### config.mk
export PLATFORM = sky130hd
export DESIGN_NAME = select_hand_positioner
export DESIGN_NICKNAME = d
export VERILOG_FILES = /design/src/rtl/select_hand_positioner.sv
export SDC_FILE = /design/constraint.sdc
export NUM_CORES = 1
export LEC_CHECK = 0
export ABC_AREA = 0
export ABC_CLOCK_PERIOD_IN_PS = 7100
export CORE_MARGIN = 8
export CORE_UTILIZATION = 36
export CTS_CLUSTER_SIZE = 25
export DETAILED_ROUTE_END_ITERATION = 8
export PLACE_DENSITY = 0.6
export SLEW_MARGIN = 15
export SYNTH_ARGS = -nofsm -noshare
export SYNTH_HDL_FRONTEND = slang
export SYNTH_SLANG_ARGS = --single-unit
### constraint.sdc
create_clock -name clk -period 7.1 [get_ports clk]
set_input_delay 1.42 -clock clk [delete_from_list [all_inputs] [get_ports clk]]
set_output_delay 1.42 -clock clk [all_outputs]
set_load 0.01 [all_outputs]
### src/rtl/select_hand_positioner.sv
// Menu selection hand: tracks the selected item from key edges, blinks on confirm, emits hand box/offsets per pixel.
// Optional HAND_WRAP_EN makes up/down navigation wrap around instead of saturating.
module select_hand_positioner #(
  parameter int NUM_ITEMS    = 3,
  parameter int HAND_WIDTH   = 32,
  parameter int HAND_HEIGHT  = 16,
  parameter int ITEM_X       = 200,
  parameter int ITEM_Y0      = 240,
  parameter int ITEM_PITCH_Y = 48,
  parameter int BLINK_FRAMES = 15,
  parameter int BLINK_COUNT  = 3
) (
  input  logic        clk,
  input  logic        resetN,
  input  logic [10:0] pixelX,
  input  logic [10:0] pixelY,
  input  logic        startOfFrame,
  input  logic        menuActive,
  input  logic        keyUp,
  input  logic        keyDown,
  input  logic        keySelect,
  output logic        InsideRectangle,
  output logic [10:0] offsetX,
  output logic [10:0] offsetY,
  output logic [1:0]  selectedItem,
  output logic        selectValid
);

  typedef enum logic [1:0] {IDLE, BROWSE, CONFIRM, DONE} state_t;

  localparam int FW = $clog2(BLINK_FRAMES + 1);
  localparam int TW = $clog2(2 * BLINK_COUNT + 1);
  localparam logic [FW-1:0] FRAME_LAST  = FW'(BLINK_FRAMES - 1);
  localparam logic [TW-1:0] TOGGLE_LAST = TW'(2 * BLINK_COUNT - 1);
  localparam logic [1:0]    ITEM_LAST   = 2'(NUM_ITEMS - 1);

  state_t          state_q, state_d;
  logic [1:0]      sel_q, sel_d;
  logic            up_q, down_q, select_q;
  logic [FW-1:0]   frame_cnt_q, frame_cnt_d;
  logic [TW-1:0]   toggle_cnt_q, toggle_cnt_d;
  logic            phase_q, phase_d;
  logic            inside_q, inside_d;
  logic [10:0]     off_x_q, off_x_d;
  logic [10:0]     off_y_q, off_y_d;
  logic            select_valid_q, select_valid_d;

  logic            up_edge, down_edge, select_edge;
  logic            blink_tick, last_toggle;
  logic [1:0]      sel_prev, sel_next;
  logic            visible;
  logic [10:0]     top_x, top_y;

  assign up_edge     = keyUp & ~up_q;
  assign down_edge   = keyDown & ~down_q;
  assign select_edge = keySelect & ~select_q;
  assign blink_tick  = startOfFrame && (frame_cnt_q == FRAME_LAST);
  assign last_toggle = blink_tick && (toggle_cnt_q == TOGGLE_LAST);

`ifdef HAND_WRAP_EN
  assign sel_prev = (sel_q == 2'd0) ? ITEM_LAST : sel_q - 2'd1;
  assign sel_next = (sel_q == ITEM_LAST) ? 2'd0 : sel_q + 2'd1;
`else
  assign sel_prev = (sel_q == 2'd0) ? 2'd0 : sel_q - 2'd1;
  assign sel_next = (sel_q == ITEM_LAST) ? ITEM_LAST : sel_q + 2'd1;
`endif

  always_ff @(posedge clk) begin
    if (!resetN) begin
      state_q        <= IDLE;
      sel_q          <= 2'd0;
      up_q           <= 1'b0;
      down_q         <= 1'b0;
      select_q       <= 1'b0;
      frame_cnt_q    <= '0;
      toggle_cnt_q   <= '0;
      phase_q        <= 1'b0;
      inside_q       <= 1'b0;
      off_x_q        <= 11'd0;
      off_y_q        <= 11'd0;
      select_valid_q <= 1'b0;
    end else begin
      state_q        <= state_d;
      sel_q          <= sel_d;
      up_q           <= keyUp;
      down_q         <= keyDown;
      select_q       <= keySelect;
      frame_cnt_q    <= frame_cnt_d;
      toggle_cnt_q   <= toggle_cnt_d;
      phase_q        <= phase_d;
      inside_q       <= inside_d;
      off_x_q        <= off_x_d;
      off_y_q        <= off_y_d;
      select_valid_q <= select_valid_d;
    end
  end

  always_comb begin
    state_d = state_q;
    case (state_q)
      IDLE:    if (menuActive) state_d = BROWSE;
      BROWSE:  if (!menuActive) state_d = IDLE;
               else if (select_edge) state_d = CONFIRM;
      CONFIRM: if (!menuActive) state_d = IDLE;
               else if (last_toggle) state_d = DONE;
      DONE:    if (!menuActive) state_d = IDLE;
      default: state_d = IDLE;
    endcase
  end

  // Selection and blink counters; counters only run while confirming.
  always_comb begin
    sel_d        = sel_q;
    frame_cnt_d  = '0;
    toggle_cnt_d = '0;
    phase_d      = 1'b0;
    case (state_q)
      IDLE: if (menuActive) sel_d = 2'd0;
      BROWSE: begin
        if (menuActive && !select_edge) begin
          if (up_edge && !down_edge)      sel_d = sel_prev;
          else if (down_edge && !up_edge) sel_d = sel_next;
        end
      end
      CONFIRM: begin
        if (menuActive) begin
          frame_cnt_d  = frame_cnt_q;
          toggle_cnt_d = toggle_cnt_q;
          phase_d      = phase_q;
          if (blink_tick) begin
            frame_cnt_d  = '0;
            toggle_cnt_d = toggle_cnt_q + 1'b1;
            phase_d      = ~phase_q;
          end else if (startOfFrame) begin
            frame_cnt_d  = frame_cnt_q + 1'b1;
          end
        end
      end
      default: ;
    endcase
  end

  always_comb begin
    visible        = (state_q == BROWSE) || (state_q == DONE) ||
                     ((state_q == CONFIRM) && !phase_q);
    select_valid_d = (state_q == CONFIRM) && (state_d == DONE);
    top_x          = 11'(ITEM_X);
    top_y          = 11'(ITEM_Y0 + int'(sel_q) * ITEM_PITCH_Y);
    inside_d       = visible &&
                     ({1'b0, pixelX} >= {1'b0, top_x}) &&
                     ({1'b0, pixelX} <  {1'b0, top_x} + 12'(HAND_WIDTH)) &&
                     ({1'b0, pixelY} >= {1'b0, top_y}) &&
                     ({1'b0, pixelY} <  {1'b0, top_y} + 12'(HAND_HEIGHT));
    off_x_d        = inside_d ? pixelX - top_x : 11'd0;
    off_y_d        = inside_d ? pixelY - top_y : 11'd0;
  end

  assign InsideRectangle = inside_q;
  assign offsetX         = off_x_q;
  assign offsetY         = off_y_q;
  assign selectedItem    = sel_q;
  assign selectValid     = select_valid_q;

endmodule

Word level (Yosys, flattened, before mapping)
Cells that the tools add are included.
{ "word_totals": {"regBits": 39, "inputBits": 29, "out_inout_bits": 26, "elab_cells": 83} }
{ "classes": {"add_sub_neg": 8, "mul": 1, "n_lt_le_gt_ge": 4, "n_eq_ne": 10, "muxes": 14, "bitwise_logic": 10, "reduce_logical": 24} }
{ "op_table": {"columns": ["op", "n"], "rows": [
  ["2-bit two-way mux", 12],
  ["11-bit by 8-bit greater-or-equal comparator with 1-bit output (second input constant)", 1],
  ["11-bit by 9-bit greater-or-equal comparator with 1-bit output", 1],
  ["1-bit logical AND", 11],
  ["11-bit by 10-bit < comparator with 1-bit output", 1],
  ["11-bit by 8-bit < comparator with 1-bit output (second input constant)", 1],
  ["11-bit by 8-bit subtractor with 11-bit output (second input constant)", 1],
  ["11-bit by 9-bit subtractor with 11-bit output", 1],
  ["9-bit by 5-bit adder with 10-bit output (second input constant)", 1],
  ["8-bit by 8-bit adder with 9-bit output (first input constant)", 1],
  ["2-bit == test (second input constant)", 4],
  ["2-bit case mux with 4 select lines", 1],
  ["1-bit NOT", 7],
  ["4-bit by 1-bit adder with 4-bit output (second input constant)", 1],
  ["4-bit == test (second input constant)", 1],
  ["1-bit logical NOT", 4],
  ["2-bit logical NOT", 2],
  ["2-bit by 2-bit multiplier with 4-bit output (second input constant)", 1],
  ["2-bit inequality test (second input constant)", 2],
  ["2-bit case mux with 2 select lines", 1],
  ["4-bit AND reduction", 1],
  ["4-bit OR reduction", 1],
  ["3-bit by 1-bit adder with 3-bit output (second input constant)", 1],
  ["1-bit bitwise AND", 3],
  ["other kinds (9)", 10]
]} }

Depth between registers and ports, before layout
{ "logic_depth": {"depth_word": 8, "ltp_mapped": 10, "mapped_depth_nobuf": 9} }

Least setup slack after synthesis
Ideal clock, no wire load.
{ "synth_timing": {"path_type": "input to register", "startpoint": "input pixelY[4]", "endpoint": "register off_y_q[10], in the netlist offsetY[10]", "setup_ns": 0.115, "arrival_ns": 2.897, "required_time_ns": 6.985, "path_slack_ns": 4.088, "path_stages": 9, "n_path_buf": 0, "cell_sequence": "inv_1 ha_1 inv_1 fa_1 a21o_1 a21o_2 a211oi_1 xnor2_1 nor2_1"} }
{ "synth_between": {"elab_chain_cells": 4, "word_cells_on_any_way": 6, "classes_between": "1 x add/sub; 2 x order compare; 3 x reduce/logical"} }
{ "synth_lines": {"columns": ["element", "line_no", "rtl"], "rows": [
  ["from (decl)", "16", "input logic [10:0] pixelY,"],
  ["11-bit by 9-bit greater-or-equal comparator with 1-bit output", "152", "({1'b0, pixelY} >= {1'b0, top_y}) &&"],
  ["1-bit logical AND", "151", "({1'b0, pixelX} < {1'b0, top_x} + 12'(HAND_WIDTH)) &&"],
  ["1-bit logical AND", "152", null],
  ["2-bit AND reduction (no line)", null, null],
  ["to (signal assigned)", "93", "off_y_q <= off_y_d;"],
  ["to (decl)", "45", "logic [10:0] off_y_q, off_y_d;"]
]} }
Several ways; a longest one is shown, not always the timed one.
A chain may end at the register's enable or synchronous reset.

Worst setup path after layout
{ "layout_timing": {"startpoint": "input pixelY[4]", "endpoint": "register off_y_q[9], in the netlist offsetY[9]"} }
The elaborated chain is that of the path after synthesis.

==> summary.txt <==
Global route
  – Largest net degree at the start of global routing: 24
  – Vias in the first global route: 1,420
  – First-pass GRT wire length: 6.603 mm
  – Initial antenna violation count: 0
  – Grt ovf: 0
  – Tot GR Track Use: 0.1081

Routing
  – Final WL: 4.001 mm
  – DR WL/cell: 12.12 µm
  – Routed via count: 1,453
  – Via density: 4.403
  – Top sig layer: met4
  – Met3 Routed Length: 213 µm
  – Antenna Nets Post-Route: 0
  – TritonRoute pass-1 iters: 4
  – Routed wl met2: 1.792 mm
  – Routed met1 length: 1.925 mm
  – Iter 0 DRT Violations: 50
  – Residual DRC count: 0

Critical path
  – Buf+Inv Stages, Crit Path: 2
  – CP arrival: 3560 ps
  – Crit path launch type: primary input
  – Crit-path cells: clkdlybuf4s50_1, inv_1, ha_1, and2_1, a221o_1, a221o_1, nand4_2, nor2_1
  – WP data required: 7260 ps
  – CP top delay family: simple AND/OR/NAND/NOR gates
  – CP Capture Type: register
  – Slowest CP cell: clkdlybuf4s50_1
  – Max FO, Critical Path: 23
  – Critical path's largest stage delay: 450 ps
  – CP Class: primary input to register
  – CP dominant cell by count: a221o_1

Hold path
  – Hold Crit Class: register to register

Floorplan
  – Initial core utilization: 0.3725
  – Cell row count: 26
  – Chip Height: around 90 µm
  – Area of the core: 5075 µm²
  – DIE WIDTH: slightly below 90 µm
  – Die Area: 7826 µm²
  – Top Ports: 55

Clocking
  – Clk pin slew, worst setup/hold paths: 70 ps
  – Post-CTS Hold Fix Bufs: 0
  – H-tree depth: 2
  – CTS tree: built
  – Clock buffer depth: 2
  – Clock tree root driver cell: clkbuf_8
  – Cts repair resizes: 0
  – Setup Fix Bufs, Post-CTS: 0
  – Worst-Skew Late Latency: approximately 280 ps
  – CTS Buf Count: 5
  – CTS sink cnt: 39

Synthesis
  – Synth warn: 0
  – Syn Area/Cell: ~9.4 µm²
  – Post-synth top flop: dfxtp_1
  – Post-synthesis sequential area ratio: 0.4130
  – Net count after synthesis: 253
  – Post-synth EDFFs: 0
  – Mapped Area: between 1500 and 2000 µm²
  – Yosys reg bits: 39
  – Synth unique cells: 38
  – Mapped Cells: 202
  – Async S/R FF share, synth: 0

Place
  – Port bufs: 54
  – Detailed placement HPWL: 3.201 mm
  – GPL Wtd Cong: 0.7847
  – Cells after DPL: 323

Pwr
  – Sequential share of power: 0.518
  – Int Power: about 0.33 mW
  – Clock power share: 0.348
  – Sw frac: 0.2319
  – LEAKAGE: around 1.1 nW
  – Pwr Density: about 170 nW/µm²
  – Total Power: 0.4275 mW
  – Worst ir drop on vdd: 0.06664 mV
  – Gate power share: 0.134
  – Sw power: 0.09914 mW

Timing
  – Clock Skew: just over 5 ps
  – RSZ-0062 raised after global routing: false
  – Period utilisation layout: 0.4793
  – Fmax: approximately 290 MHz
  – Final setup fails: 0
  – Slew Limit Fails: 0
  – Hold Fails Final Rpt: 0
  – Slew headroom: 0.6284
  – Sum of negative setup slack: 0 ps
  – Slew @ Worst Pin: 556.1 ps
  – Tmin final: 3403 ps

Finish
  – Final std cells w/o fill: 330
  – Fin util: 0.5084
  – Layout Nets: approximately 310
  – Area grow syn2layout: 36.47%
  – Fraction of layout cells with a size suffix above 1: 0.06154
  – Ant diodes: 0

Job
  – Max_cap viols: 0

Status
  – Status: completed
placed cells by master (no fill, tap or decap), types with 4 or more instances in the layout:
| cell | count |
|---|---|
| inv_1 | 22 |
| and2_1 | 4 |
| nor2b_1 | 4 |
| ha_1 | 21 |
| nor2_1 | 33 |
| clkdlybuf4s50_1 | 54 |
| xnor2_1 | 8 |
| a21oi_1 | 6 |
| dfxtp_1 | 39 |
| nand3_1 | 5 |
| clkbuf_8 | 6 |
| xor2_1 | 9 |
| nand2_1 | 9 |
state kept, by name (all words and copies together), names as in the netlist:
signal	count
InsideRectangle	1
down_q	1
frame_cnt_q	4
offsetX	11
offsetY	11
phase_q	1
selectValid	1
select_q	1
selectedItem	2
state_q	2
toggle_cnt_q	3
up_q	1
area by class of cell:
cell class / count / area, µm²
clock buffer: 6 / 82.58
clock inverter: 1 / 5.005
fill: 528 / 2495
inverter: 22 / 82.58
multi-input combinational: 138 / 1001
sequential: 39 / 780.7
tap: 70 / 87.58
timing repair buffer: 54 / 540.5
tightest hold or removal path: stages (launching register included):
cell and delay (ps):
dfxtp_1 320, nand3_1 100, nor2_1 40
logic make-up (layout without fill, tap and decap cells):
group	Yosys count	count (layout)	synth area share
xor+xnor	17	17	0.07876
flops	39	39	0.4130
fa+ha+maj	22	22	0.1496
buf+inv	25	83	0.05758
mux	2	2	0.01059
compound gates	24	24	0.09265
simple gates	73	73	0.1979
power by group through the flow:
stage / Combinational [mW] / Sequential, mW / Clock, mW
5_1_grt: 0.0644 / 0.222 / 0.164
3_5_place_dp: 0.0573 / 0.227 / 0
4_1_cts: 0.0579 / 0.221 / 0.155
6_report: 0.0573 / 0.222 / 0.149
3_3_place_gp: 0.0578 / 0.227 / 0
2_1_floorplan: 0.0308 / 0.226 / 0
stage by stage:
stage / instance area [µm²] / setup WS (ps) / hold WS (ps)
final: 2580 / 3697 / 503.6
after global routing: 2580 / 3522 / 544.9
after CTS: 2580 / 3673 / 513.8
after detailed placement: 2492 / 3369 / 494.9
after global placement: 2492 / 3412 / 495.2
after floorplan: 1891 / 4088 / 457.4
synthesized netlist by cell type (3+ instances only):
| cell type | count | share of area |
|---|---|---|
| a211oi_1 | 3 | 0.012 |
| a21oi_1 | 6 | 0.016 |
| a221o_1 | 3 | 0.016 |
| and2_1 | 4 | 0.013 |
| dfxtp_1 | 39 | 0.41 |
| ha_1 | 21 | 0.14 |
| inv_1 | 22 | 0.044 |
| nand2_1 | 9 | 0.018 |
| nand2b_1 | 3 | 0.0099 |
| nand3_1 | 5 | 0.013 |
| nor2_1 | 33 | 0.066 |
| nor2b_1 | 4 | 0.013 |
| o21ai_0 | 3 | 0.0079 |
| xnor2_1 | 8 | 0.037 |
| xor2_1 | 9 | 0.042 |
final timing paths:
kind                       to  cells past startpoint  slack (ps)       startpoint
setup / recovery   offsetY[9]                      8        3700        pixelY[4]
hold reg to reg   selectValid                      2         500  toggle_cnt_q[2]
setup reg to reg   offsetY[9]                      9        4120  selectedItem[0]
hold / removal    selectValid                      2         500  toggle_cnt_q[2]
per-layer routing:
| layer | global-route usage | vias up |
|---|---|---|
| li1 | - | 782 |
| met2 | 0.1752 | 36 |
| met1 | 0.1274 | 629 |
| met3 | 0.03250 | 6 |
| met4 | 0.05069 | 0 |
| met5 | 0 | - |
Power figures use the tool's default switching activity.
==> variant, RTL diff (same settings) <==
Build with the macro `HAND_WRAP_EN` defined.
--- a/src/rtl/select_hand_positioner.sv
+++ b/src/rtl/select_hand_positioner.sv
@@ -1,5 +1,7 @@
 // Menu selection hand: tracks the selected item from key edges, blinks on confirm, emits hand box/offsets per pixel.
 // Optional HAND_WRAP_EN makes up/down navigation wrap around instead of saturating.
+`define HAND_WRAP_EN
+
 module select_hand_positioner #(
   parameter int NUM_ITEMS    = 3,
   parameter int HAND_WIDTH   = 32,
Behaviour: not the same (Yosys sat finds a counterexample within 4 cycles, from zero or initial values and one cycle with resetN low).
==> variant against the unedited design <==
Setup slack worse by 0.013 ns. Power is 16% higher. Sequential cell count stayed put. First-iteration DRC count is 18% lower. Critical path depth is 1 lower. Routed wire length is 3.5% higher. Area after synthesis is 0.73% higher. Clock skew is 0.0031 ns higher. Cell area is 2.3% higher. Count of clock-buffer cells in the layout stayed put.
==> variant: results (changes against the unedited design) <==
| Metric | Value |
|---|---|
| Nets | `319 (+2.6%)` |
| Min-delay worst type | `reg2reg` |
| Top cells by count, synth | `39 x dfxtp_1, 39 x nor2_1, 22 x ha_1, 22 x inv_1, 10 x xnor2_1` |
| Half-perimeter wire length after placement | `3270 µm (+2.1%)` |
| Worst-Skew Late Latency | `0.29 ns` |
| Place WS | `3.37 ns (+0.00239 ns)` |
| Dpl cells | `330 (+2.2%)` |
| Sw frac | `20.9% (-2.3 points)` |
| Max Clk Rate | `293 MHz (-0.37%)` |
| Drt first pass iters | `4 (unchanged)` |
| PortBufs | `54 (unchanged)` |
| VDD IR-drop max | `0.0859 mV (+29%)` |
| CP arrival | `3.57 ns (about the same)` |
| Layout filler cell count | `513 (-2.8%)` |
| Syn nets | `261 (+3.2%)` |
| Post-synthesis sequential area ratio | `41.0% (-0.30 points)` |
| Post-CTS setup buffers | `0 (unchanged)` |
| Skew final | `0.00828 ns (+0.00308 ns)` |
| Mean Syn Cell Area | `9.11 µm² (-2.6%)` |
| Slowest CP cell | `o211ai_4` |
| Antenna violations before repair | `0 (unchanged)` |
| Largest net degree at the start of global routing | `24 (unchanged)` |
| Library cells used by synthesis | `36 (-5.3%)` |
| Final hold slack | `0.509 ns (+0.00502 ns)` |
| Routability cong. | `0.806 (+2.7%)` |
| Routed WL | `4140 µm (+3.5%)` |
| Worst R2R Setup Slack | `4.06 ns (-0.06 ns)` |
| Post-Place Cell Area | `2510 µm² (+0.55%)` |
| Ranking of synthesized cells by area | `dfxtp_1 41%, ha_1 14%, nor2_1 7.7%` |
| CTS Root Cell | `clkbuf_8` |
| Vias in the first global route | `1486 (+4.6%)` |
| Worst-Margin Slew | `0.628 ns (+0.0718 ns)` |
| Ys async rst share | `0% (unchanged)` |
| Final Hold Vio Count | `0 (unchanged)` |
| Lkg Pwr | `1.07 nW (+0.90%)` |
| Clock-pin slew on the worst setup and hold paths | `0.08 ns` |
| CTS H-tree depth | `2 (unchanged)` |
| DR iter-0 viols | `41 (-18%)` |
| Worst Path Max Fanout | `23 (unchanged)` |
| DR vias/cell | `4.39 (-0.35%)` |
| Top_reg_cell synth | `dfxtp_1` |
| Worst path max stage delay | `0.53 ns (+0.08 ns)` |
| Outcome | `finished, final reports clean` |
| Ys Warns | `0 (unchanged)` |
| Resize count post-CTS | `0 (unchanged)` |
| CTS Hold Buffers Added | `0 (unchanged)` |
| Post-DR wirelength/cell | `12.3 µm (+1.1%)` |
| All-Layer GR Usage | `11.0% (+0.20 points)` |
| Share of cells above drive strength 1 | `3.73% (-2.4 points)` |
| First-pass GRT wire length | `6690 µm (+1.3%)` |
[variant: area by class of cell]
type	instances	area (µm²)	area share, %
multi-input combinational	145	1010	38.5
inverter	22	82.6	3.13
timing repair buffer	54	541	20.5
clock buffer	6	72.6	2.75
sequential	39	781	29.6
clock inverter	2	60.1	2.28
tap	70	87.6	3.32
[variant: path summary, 6_finish.rpt]
path / to / cells after the start / from
setup reg to reg: offsetY[7] / 9 / selectedItem[0]
hold / removal: selectValid / 2 / toggle_cnt_q[2]
hold reg to reg: selectValid / 2 / toggle_cnt_q[2]
setup / recovery: offsetY[7] / 7 / pixelY[8]
[variant: metal layers]
layer  share of wire (%)  track usage (%)  up-vias
met5                   0                0        -
met4                 1.1             3.69        0
met3                 7.4             4.18        6
met2                  43             16.8       41
met1                  48             13.7      641
li1                    -                -      795
[variant: cells by family after synthesis]
family / share of synthesized area, %
AO/OA/AOI/OAI: 8.02
XOR/XNOR: 7.82
adder cells (fa/ha/maj): 15.5
buffers and inverters: 5.72
flip-flops: 41.0
multiplexers: 0.526
AND/OR/NAND/NOR: 21.4
[variant: power groups by stage]
stage / Sequential, mW / Combinational (mW) / Clock, mW
after floorplan: 0.227 / 0.0329 / 0
after global placement: 0.227 / 0.0601 / 0
after detailed placement: 0.227 / 0.0595 / 0
after CTS: 0.222 / 0.0603 / 0.223
after global routing: 0.222 / 0.0677 / 0.232
final: 0.222 / 0.0598 / 0.216
[variant: metrics by stage]
step	total power, mW	util (%)
3_3_place_gp	0.287	49.1
3_5_place_dp	0.287	49.1
2_1_floorplan	0.260	-
6_report	0.497	51.7
4_1_cts	0.505	51.7
5_1_grt	0.521	51.7
[variant: tightest hold or removal path: stages, from the launching register on]
cell and delay, ns:
dfxtp_1 0.33, nand3_1 0.09, nor2_1 0.05
